$ cat src/rtl/flush_ctrl_pkg.sv
// Shared types and constants for the commit-stage flush/redirect controller.
// Used by flush_ctrl and flush_ctrl_stats.
package flush_ctrl_pkg;

    typedef enum logic [1:0] {
        StIdle     = 2'd0,
        StFlush    = 2'd1,
        StRedirect = 2'd2
    } state_t;

    typedef enum logic [1:0] {
        CauseNone = 2'b00,
        CauseExc  = 2'b01,
        CauseInt  = 2'b10,
        CauseEret = 2'b11
    } cause_t;

    // Exception/interrupt entry point with BEV=1.
    localparam logic [31:0] DefaultExcVector = 32'hbfc00380;

    // Exception beats interrupt beats eret when strobes coincide.
    function automatic cause_t pick_cause(input logic exc, input logic intr, input logic eret);
        if (exc) begin
            return CauseExc;
        end else if (intr) begin
            return CauseInt;
        end else if (eret) begin
            return CauseEret;
        end
        return CauseNone;
    endfunction

endpackage

$ cat src/rtl/flush_ctrl_stats.sv
// Per-cause counters of accepted flush events; 16-bit, wrap on overflow.
// Only instantiated by flush_ctrl when FLUSH_CTRL_STATS_EN is defined.
module flush_ctrl_stats
    import flush_ctrl_pkg::*;
(
    input  logic        clk,
    input  logic        resetn,
    input  logic        accept,
    input  cause_t      cause,
    output logic [15:0] exc_count,
    output logic [15:0] int_count,
    output logic [15:0] eret_count
);

    always_ff @(posedge clk or negedge resetn) begin
        if (!resetn) begin
            exc_count  <= 16'h0000;
            int_count  <= 16'h0000;
            eret_count <= 16'h0000;
        end else if (accept) begin
            case (cause)
                CauseExc:  exc_count  <= exc_count + 16'h0001;
                CauseInt:  int_count  <= int_count + 16'h0001;
                CauseEret: eret_count <= eret_count + 16'h0001;
                default: ;
            endcase
        end
    end

endmodule

$ cat src/rtl/flush_ctrl.sv
// Commit-stage flush/redirect controller: flushes the pipe on exception/interrupt/eret,
// then offers the redirect PC to fetch. Optional counters under FLUSH_CTRL_STATS_EN.
module flush_ctrl
    import flush_ctrl_pkg::*;
#(
    parameter logic [31:0] EXC_VECTOR   = DefaultExcVector,
    parameter int unsigned FLUSH_CYCLES = 2
) (
    input  logic        clk,
    input  logic        resetn,
    input  logic        wb_valid,
    input  logic        excep_cmt,
    input  logic        int_cmt,
    input  logic        eret_cmt,
    input  logic [31:0] epc_value,
    input  logic        redirect_ready,
    output logic        redirect_valid,
    output logic [31:0] redirect_pc,
    output logic [3:0]  flush,
    output logic        commit_block,
    output logic [1:0]  event_cause
`ifdef FLUSH_CTRL_STATS_EN
    ,
    output logic [15:0] exc_count,
    output logic [15:0] int_count,
    output logic [15:0] eret_count
`endif
);

    if (FLUSH_CYCLES < 1 || FLUSH_CYCLES > 15) begin : g_bad_flush_cycles
        $error("FLUSH_CYCLES must be in 1..15");
    end

    state_t      state_q;
    logic [3:0]  cnt_q;
    cause_t      cause_q;
    logic [31:0] pc_q;
    logic [3:0]  flush_q;
    logic        valid_q;
    logic        block_q;

    cause_t      ev_cause;
    logic        accept;

    always_comb begin
        ev_cause = pick_cause(excep_cmt, int_cmt, eret_cmt);
        accept   = (state_q == StIdle) && wb_valid && (ev_cause != CauseNone);
    end

    always_ff @(posedge clk or negedge resetn) begin
        if (!resetn) begin
            state_q <= StIdle;
            cnt_q   <= 4'd0;
            cause_q <= CauseNone;
            pc_q    <= 32'h0000_0000;
            flush_q <= 4'b0000;
            valid_q <= 1'b0;
            block_q <= 1'b0;
        end else begin
            unique case (state_q)
                StIdle: begin
                    if (accept) begin
                        state_q <= StFlush;
                        cnt_q   <= 4'(FLUSH_CYCLES);
                        cause_q <= ev_cause;
                        pc_q    <= (ev_cause == CauseEret) ? epc_value : EXC_VECTOR;
                        flush_q <= 4'b1111;
                        block_q <= 1'b1;
                    end
                end
                StFlush: begin
                    // Counter holds the flush cycles still to go, including this one.
                    if (cnt_q == 4'd1) begin
                        state_q <= StRedirect;
                        cnt_q   <= 4'd0;
                        flush_q <= 4'b0000;
                        valid_q <= 1'b1;
                    end else begin
                        cnt_q <= cnt_q - 4'd1;
                    end
                end
                StRedirect: begin
                    if (redirect_ready) begin
                        state_q <= StIdle;
                        cause_q <= CauseNone;
                        valid_q <= 1'b0;
                        block_q <= 1'b0;
                    end
                end
                default: begin
                    state_q <= StIdle;
                end
            endcase
        end
    end

    assign redirect_valid = valid_q;
    assign redirect_pc    = pc_q;
    assign flush          = flush_q;
    assign commit_block   = block_q;
    assign event_cause    = cause_q;

`ifdef FLUSH_CTRL_STATS_EN
    flush_ctrl_stats u_stats (
        .clk        (clk),
        .resetn     (resetn),
        .accept     (accept),
        .cause      (ev_cause),
        .exc_count  (exc_count),
        .int_count  (int_count),
        .eret_count (eret_count)
    );
`endif

endmodule
$ cat config.mk
export PLATFORM = sky130hd
export DESIGN_NAME = flush_ctrl
export DESIGN_NICKNAME = d
export VERILOG_FILES = /design/src/rtl/flush_ctrl_pkg.sv /design/src/rtl/flush_ctrl_stats.sv /design/src/rtl/flush_ctrl.sv
export SDC_FILE = /design/constraint.sdc
export NUM_CORES = 1
export LEC_CHECK = 0
export ABC_AREA = 0
export CAP_MARGIN = 20
export CORE_ASPECT_RATIO = 0.6
export CORE_MARGIN = 2
export CORE_UTILIZATION = 35
export DETAILED_ROUTE_END_ITERATION = 7
export MAX_ROUTING_LAYER = met4
export PLACE_DENSITY = 0.72
export SLEW_MARGIN = 5
export SYNTH_ARGS = -nofsm -noshare
export SYNTH_HDL_FRONTEND = slang
export SYNTH_HIERARCHICAL = 1
export SYNTH_SLANG_ARGS = --single-unit
$ cat constraint.sdc
create_clock -name clk -period 4.3 [get_ports clk]
set_input_delay 1.075 -clock clk [delete_from_list [all_inputs] [get_ports clk]]
set_output_delay 1.075 -clock clk [all_outputs]
set_load 0.03 [all_outputs]
Word level (Yosys, flattened, before mapping) --
Cells that the tools add are included. Widths: inputs -> output; s select.
Storage, ports and cells: flip-flop bits (word level) 46, input bits 39, output and inout port bits 40, word-level logic and storage cells 53
Cells by class: add/sub/neg operators 1, equality and inequality tests 7, multiplexer cells 25, reductions and logical operators 13
Operators with widths (count):
- $mux 32 | 1
- $mux 2 | 8
- $mux 4 | 4
- $pmux 4 s2 | 2
- $reduce_and 3->1 | 4
- $reduce_bool 2->1 | 4
- $mux 1 | 6
- $ne 2x2->1 const B | 3
- $pmux 2 s3 | 1
- $eq 2x2->1 const B | 2
- $eq 4x1->1 const B | 1
- $pmux 1 s2 | 2
- $pmux 2 s2 | 1
- $reduce_and 2->1 | 2
- $sub 4x1->4 const B | 1
- $eq 2x1->1 const B | 1
- $logic_and 1x1->1 | 2
- $logic_not 2->1 | 1

Logic depth before layout (Yosys ltp) --
Gate-level depths: netlist (run 1).
depth in word-level cells 8, depth in mapped cells 5

Worst setup path before layout (run 1) --
OpenSTA, ideal clock, no wires.
path kind input port to flip-flop, start input port eret_cmt, end register pc_q[25], in the netlist redirect_pc[25], library setup time 0.119 ns, data arrival time 1.896 ns, slack 2.286 ns, stages on the path 5, cell sequence buf_2 -> nor3_4 -> nor3_4 -> buf_2 -> o21a_1
Between the ends: cells in the longest elaborated chain, start to end 7, elaborated cells between the ends (all ways) 9
RTL lines:
- start, declared | line flush_ctrl.sv:14 | input logic eret_cmt,
- $mux 1 * | line flush_ctrl_pkg.sv:27 | end else if (eret) begin
- $mux 1 * | line flush_ctrl_pkg.sv:25 | end else if (intr) begin
- $mux 1 * | line flush_ctrl_pkg.sv:23 | if (exc) begin
- $mux 2 * | line flush_ctrl_pkg.sv:30 | return CauseNone;
- $reduce_bool 2->1 | line flush_ctrl.sv:47 | accept = (state_q == StIdle) && wb_valid && (ev_cause != CauseNone);
- $logic_and 1x1->1 | line flush_ctrl.sv:47
- $reduce_and 2->1 (no line)
- end signal, assigned | line flush_ctrl.sv:66 | pc_q <= (ev_cause == CauseEret) ? epc_value : EXC_VECTOR;
- end, declared | line flush_ctrl.sv:37 | logic [31:0] pc_q;
Mark *: on every way between the ends. The rest lies on a longest branch, timed or not. A chain may end at the register's enable or synchronous reset.

Worst setup path in the final report (run 1) --
start input port eret_cmt, end register pc_q[5], in the netlist redirect_pc[5]
The elaborated chain is that of the path after synthesis.

==> metrics, run 1 <==
Post-synth EDFFs 0; Synth Register Bits 43; Die X-Extent 102 um; RePlAce Congestion around 0.8; fin crit share 0.643; Skew-Pair Late Insertion Delay slightly below 300 ps; Fin Setup TNS 0 ps; Max-Cap Viols 0; Peak Freq 362 MHz; metal3 WL approximately 510 um; Cell Pwr Density 589 nW/um^2; Req. time, crit path 4480 ps; CTS tree yes; critical path data arrival time 2950 ps; via count 1694; clk sinks 43; post_cts resized 0; Num CTS Buffers 5; Final Instance Area approximately 3000 sq um; most instantiated library cell after synthesis dfrtp_1; Syn Inst Count around 190; top cells by area, synth dfrtp_1 (53%), nand4_1 (6.2%), o21ai_0 (6.0%); Total Routed Length just under 5000 um; top sig layer met4; status finished, final reports clean; via-per-instance ratio 4.92; Post-CTS Setup Bufs 0; Mean Syn Cell Area 10.6 sq um; Finish-stage setup viols 0; P&R area growth vs syn 45.4%; post-synthesis cell type count 38; worst setup margin ~1500 ps; num ports 79; n_diodes 0; first-pass GRT wire length 7880 um; worst hold path type reg2reg; CP Max Fanout 34; initial antenna violation count 0; critical path startpoint category input pin; grt total ovfl 0; CP endpoint kind register; Core Footprint about 5600 sq um; # nets final 304; Period minus WS final 2770 ps; Post-Place Cells 336; dpl cell area 2810 sq um; P_leak around 1.1 nW; Reg clk slew, reported paths 90 ps; count of final hold-check violations 0; dpl hpwl 3310 um; Peak supply drop 0.000232 V; share of the synthesized area in the top cell type 0.533; hold_buf cts 0; H-tree Lvls 2; num rows 21; Post-synth top cells dfrtp_1 (43), inv_1 (24), o21ai_0 (24); DRC errors left 0; Die Y around 63 um; ANT nets after route 0; RSZ-0062 raised after global routing no; clock skew approximately 5.9 ps; DIE AREA ~6400 sq um; Non-Filler Instances 344; worst setup path category in2reg; Final Slew Violations 0; WL/cell 14.5 um; total nets after synthesis about 230; largest net degree at the start of global routing 44; layout cells sized above 1 0.0833; total iterations of the first detailed-routing run 4; Yosys top cell by area dfrtp_1; Tightest Pin Transition 952 ps; max_slew headroom 0.365; Netlist Area Pre-Place 2020 sq um; total power 1.73 mW; worst slack, placed 1150 ps; number of global-route vias before repair 1550; DR iter-0 viols 76; met1 wire length 2420 um; Longest Clk Path Bufs 2; Initial Util 0.362; all-layer global routing usage 0.163; root buffer cell clkbuf_8; Hold Slack ~490 ps; metal2 WL approximately 2000 um; Yosys warning total 6; Main synth FF type dfrtp_1; Async S/R FF share, synth 1.00; Port Buffers 78; Seq/Total Area, Yosys 0.533; Util after Layout 0.527
-- kinds of logic (layout without fill, tap and decap cells) --
family,after synthesis,count (layout),share of synthesized area
adders and majority gates,2,2,0.0124
AOI/OAI and AO/OA,49,49,0.153
and+or+nand+nor,56,56,0.200
DFF,43,43,0.533
buffers and inverters,41,114,0.101
-- cell type report --
type                    count  area (sq um)
inverters                  24          90.1
fillers                   512          2640
well taps                  80           100
multi-input cells         107           739
flip-flops and latches     43          1080
clock inverters             2          38.8
repair buffers             82           806
clock buffers               6          82.6
-- path summary, 6_finish.rpt --
check                                            start                     endpoint  slack, ps  cells past startpoint
setup / recovery                              eret_cmt   redirect_pc[5]$_DFFE_PN0P_       1530                      6
hold / removal             redirect_pc[25]$_DFFE_PN0P_  redirect_pc[25]$_DFFE_PN0P_        490                      1
min in group asynchronous                       resetn  redirect_pc[24]$_DFFE_PN0P_        920                      1
setup reg to reg                state_q[0]$_DFFE_PN0P_  redirect_pc[23]$_DFFE_PN0P_       2350                      4
hold reg to reg            redirect_pc[25]$_DFFE_PN0P_  redirect_pc[25]$_DFFE_PN0P_        490                      1
max in group asynchronous                       resetn  redirect_pc[29]$_DFFE_PN0P_       2790                      1
-- sequential cells by signal, summed over array words and instances (netlist names) --
| register | cells |
|---|---|
| event_cause | 2 |
| commit_block | 1 |
| cnt_q | 4 |
| redirect_pc | 32 |
| flush | 1 |
| state_q | 2 |
| redirect_valid | 1 |
-- power breakdown --
part	total, mW	internal, mW	switching (mW)
sequential	0.622	0.523	0.0985
combinational	0.767	0.331	0.436
clock	0.338	0.191	0.147
-- critical path: stages --
cell	delay [ps]
clkdlybuf4s50_1	450
buf_4	340
nor3_4	120
nor3_4	510
buf_4	340
o21ai_0	110
-- cells in the final DEF, fill, tap and decap left out, types with 2 or more instances in the layout --
cell type,n
inv_1,24
nand4_1,20
ha_1,2
a22oi_1,2
a21oi_1,2
nor3_4,2
o21a_1,12
clkbuf_8,6
nand4b_1,12
nand2_1,6
clkdlybuf4s50_1,77
o211ai_1,2
buf_4,4
o21ai_0,24
nor2_1,3
dfrtp_1,43
-- metal layers --
layer  vias to the layer above  global-route usage
li1                        812                   -
met1                       806               0.240
met2                        72               0.205
met3                         4              0.0649
met4                         0              0.0450
met5                         -                   -
Power figures use the tool's default switching activity.
==> run 2, diff against run 1 <==
--- a/config.mk
+++ b/config.mk
@@ -12,7 +12,7 @@
 export CORE_UTILIZATION = 35
 export DETAILED_ROUTE_END_ITERATION = 7
 export MAX_ROUTING_LAYER = met4
-export PLACE_DENSITY = 0.72
+export PLACE_DENSITY = 0.74
 export SLEW_MARGIN = 5
 export SYNTH_ARGS = -nofsm -noshare
 export SYNTH_HDL_FRONTEND = slang
==> constraint.sdc (replaced) <==
create_clock -name clk -period 2.4 [get_ports clk]
set_input_delay 0.6 -clock clk [delete_from_list [all_inputs] [get_ports clk]]
set_output_delay 0.6 -clock clk [all_outputs]
set_load 0.03 [all_outputs]
==> metrics, run 2 (synthesized netlist as in run 1, its figures left out) <==
via count between 1500 and 2000; P&R area growth vs syn 45.2%; via-per-instance ratio between 4 and 5; worst setup path category reg2out; Fill cells about 540; Hold Slack 210 ps; P_leak 1.13 nW; CP Max Fanout 3; post_cts resized 0; Final Slew Violations 0; CTS tree yes; RePlAce Congestion about 0.8; most frequent cells in the layout clkdlybuf4s50_1 (77), dfrtp_1 (43), inv_1 (24), o21ai_0 (24), nand4_1 (20); crit path from event_cause[1]$_DFFE_PN0P_; critical-path cell list clkdlybuf4s50_1; n_diodes 0; status finished, final reports clean; Crit path largest cell delay 700 ps; Finish-stage setup viols 0; worst r2r src cnt_q[1]$_DFFE_PN0P_; max_slew headroom 0.666; WL/cell 14.6 um; clock skew around 3.3 ps; layout cells sized above 1 0.0861; count of final hold-check violations 0; CP max stage cell clkdlybuf4s50_1; clk sinks 43; # nets final 307; num ports 79; Total Routed Length 5070 um; root buffer cell clkbuf_8; Longest Clk Path Bufs 2; Post-Place Cells 339; initial antenna violation count 0; first-pass GRT wire length 8520 um; number of global-route vias before repair 1708; H-tree Lvls 2; max reg flops 32; Non-Filler Instances 347; ANT nets after route 0; WP buf/inv 1; Port Buffers a little under 80; Core Footprint between 5000 and 6000 sq um; Tightest Pin Transition 500 ps; RSZ-0062 raised after global routing no; R2R cell count 5; worst hold path type in2async; Reg2Reg Capture Point flush[2]$_DFFE_PN0P_; Max-Cap Viols 0; Worst path top cell family by delay buffers and inverters; num rows 21; Skew-Pair Late Insertion Delay 280 ps; Post-CTS Setup Bufs 0; critical path startpoint category register; DR iter-0 viols 47; Fin Setup TNS 0 ps; largest net degree at the start of global routing 34; Initial Util 0.362; dpl hpwl 3650 um; hold_buf cts 0; Num CTS Buffers 5; Cell Pwr Density ~1000 nW/um^2; Req. time, crit path 1800 ps; fin crit share 0.835; commonest non-fill, non-tap cell in the layout clkdlybuf4s50_1; WP depth 1; Period minus WS final ~2000 ps; total power 2.95 mW; all-layer global routing usage 0.174; DRC errors left 0; Reg clk slew, reported paths 80 ps; r2r setup slk 810 ps; grt total ovfl 0; total iterations of the first detailed-routing run 4; CP endpoint kind output pin; critical path data arrival time 1400 ps; Peak Freq ~500 MHz; Setup crit end event_cause[1]; Peak supply drop 0.000361 V; DIE AREA roughly 6400 sq um; Die X-Extent 102 um; Die Y 62.8 um
[run 2: metal layers]
metal / GRT usage / up-vias / share of wire
met5: - / - / 0
met4: 0.0300 / 0 / 0.0045
met3: 0.0470 / 2 / 0.059
met2: 0.246 / 53 / 0.44
met1: 0.254 / 797 / 0.50
li1: - / 818 / -
[run 2: cell type report]
class	instances	area (sq um)	share of cell area
multi-input cells	107	739	0.253
inverters	24	90.1	0.0308
repair buffers	85	841	0.287
well taps	80	100	0.0342
clock buffers	7	76.3	0.0261
flip-flops and latches	43	1080	0.368
clock inverters	1	5.00	0.00171
[run 2: how the worst min path moves through the flow]
stage,end,slack (ps),depth (start not counted)
after floorplan,cnt_q[0]$_DFFE_PN0P_,300,0
after global placement,redirect_pc[29]$_DFFE_PN0P_,470,1
after detailed placement,redirect_pc[29]$_DFFE_PN0P_,480,1
after CTS,state_q[1]$_DFFE_PN0P_,210,1
after global routing,redirect_pc[17]$_DFFE_PN0P_,220,1
final,state_q[1]$_DFFE_PN0P_,210,1
[run 2: report_power, final]
part	switching, mW	total, mW	internal (mW)
logic	0.783	1.40	0.614
registers	0.185	1.12	0.938
clock network	0.229	0.434	0.204
total	1.20	2.95	1.76
[run 2: per-stage QoR]
| stage | util | area [sq um] | setup slack, ps |
|---|---|---|---|
| floorplan | - | 2020 | 861 |
| global placement | 0.511 | 2850 | 371 |
| detailed placement | 0.511 | 2850 | 357 |
| CTS | 0.526 | 2930 | 393 |
| global route | 0.526 | 2930 | 364 |
| finish | 0.526 | 2930 | 397 |
==> run 3, diff against run 2 <==
==> constraint.sdc (replaced) <==
create_clock -name clk -period 1.74 [get_ports clk]
set_input_delay 0.435 -clock clk [delete_from_list [all_inputs] [get_ports clk]]
set_output_delay 0.435 -clock clk [all_outputs]
set_load 0.03 [all_outputs]
==> metrics, run 3 (synthesized netlist as in run 1, its figures left out) <==
Tightest Pin Transition 481 ps; critical path startpoint category input pin; via count between 1500 and 2000; Die X-Extent a little over 100 um; Post-Place Cells 347; RSZ-0062 raised after global routing no; Finish-stage setup viols 0; Period minus WS final between 1500 and 2000 ps; total power 3.98 mW; critical path data arrival time around 1700 ps; Core Footprint 5570 sq um; Final Slew Violations 0; initial antenna violation count 0; commonest non-fill, non-tap cell in the layout dfrtp_1; Post-CTS Setup Bufs 0; n_diodes 0; Port Buffers 78; Initial Util 0.362; Die Y 62.8 um; layout cells sized above 1 0.116; DRC errors left 0; all-layer global routing usage 0.178; Fin Setup TNS 0 ps; root buffer cell clkbuf_8; fin crit share 0.889; Hold Slack 73.0 ps; clock skew 5.82 ps; worst setup path category in2reg; num ports slightly below 80; largest net degree at the start of global routing 35; RePlAce Congestion approximately 0.8; Non-Filler Instances 355; max_slew headroom 0.679; # nets final 315; DIE AREA between 6000 and 7000 sq um; P&R area growth vs syn 47.1%; CP Max Fanout 34; Skew-Pair Late Insertion Delay 290 ps; dpl hpwl 3610 um; via-per-instance ratio 4.75; Util after Layout 0.533; CTS tree yes; first-pass GRT wire length between 8000 and 9000 um; max reg flops 32; P_leak 1.24 nW; worst hold path type in2async; Longest Clk Path Bufs 2; count of final hold-check violations 0; WL/cell 14.3 um; Total Routed Length 5090 um; DR iter-0 viols 83; Num CTS Buffers 5; Cell Pwr Density 1340 nW/um^2; most frequent cells in the layout dfrtp_1 (43), dlygate4sd2_1 (40), clkdlybuf4s50_1 (37); clk sinks 43; ANT nets after route 0; Peak Freq 646 MHz; total iterations of the first detailed-routing run 4; CP endpoint kind register; status finished, final reports clean; Req. time, crit path between 1500 and 2000 ps; num rows 21; H-tree Lvls 2; Max-Cap Viols 0; Reg clk slew, reported paths 80 ps; Peak supply drop about 0.00055 V; grt total ovfl 0; number of global-route vias before repair about 1700
==> run 3: metrics by stage <==
step | setup slack, ps | instance area, sq um
floorplan | 366 | 2020
global placement | -73.4 | 2930
detailed placement | -84.0 | 2930
CTS | 173 | 2970
global route | 49.7 | 2970
finish | 193 | 2970
==> run 3: worst max-delay path, cell delays in order <==
cell	delay, ps
clkdlybuf4s50_1	500
nor3_4	330
nor3_4	80
buf_12	180
o21a_1	180
==> run 3: area by class of cell <==
cell class              instances  area (sq um)
clock buffers                   6          72.6
clock inverters                 2          12.5
fillers                       530          2600
inverters                      24          90.1
multi-input cells             107           739
flip-flops and latches         43          1080
well taps                      80           100
repair buffers                 93           876
==> run 3: path summary, 6_finish.rpt <==
| path | start | to | slack [ps] | cells after the start |
|---|---|---|---|---|
| worst max-delay path | int_cmt | redirect_pc[27]$_DFFE_PN0P_ | 190 | 5 |
| worst max register to register | cnt_q[1]$_DFFE_PN0P_ | flush[2]$_DFFE_PN0P_ | 200 | 5 |
| worst min-delay path | resetn | cnt_q[1]$_DFFE_PN0P_ | 70 | 1 |
| min in group clk | redirect_pc[9]$_DFFE_PN0P_ | redirect_pc[9]$_DFFE_PN0P_ | 490 | 1 |
| max in group asynchronous | resetn | redirect_pc[0]$_DFFE_PN0P_ | 1180 | 2 |
| worst min register to register | redirect_pc[9]$_DFFE_PN0P_ | redirect_pc[9]$_DFFE_PN0P_ | 490 | 1 |
==> run 3: repair_timing <==
action                                  CTS  global route
hold buffers                              0             0
endpoints found under the setup margin   40             0
resized for setup                        40             0
==> run 3: report_power, final <==
part           total (mW)  switching [mW]  internal, mW
clock               0.627           0.346         0.281
combinational        1.82            1.10         0.722
sequential           1.53           0.238          1.29
==> run 3: layer usage <==
layer,share of wire,GRT usage,vias up
met4,0.0086,0.0450,0
met5,0,-,-
met1,0.52,0.264,793
li1,-,-,837
met3,0.062,0.0537,4
met2,0.41,0.235,52
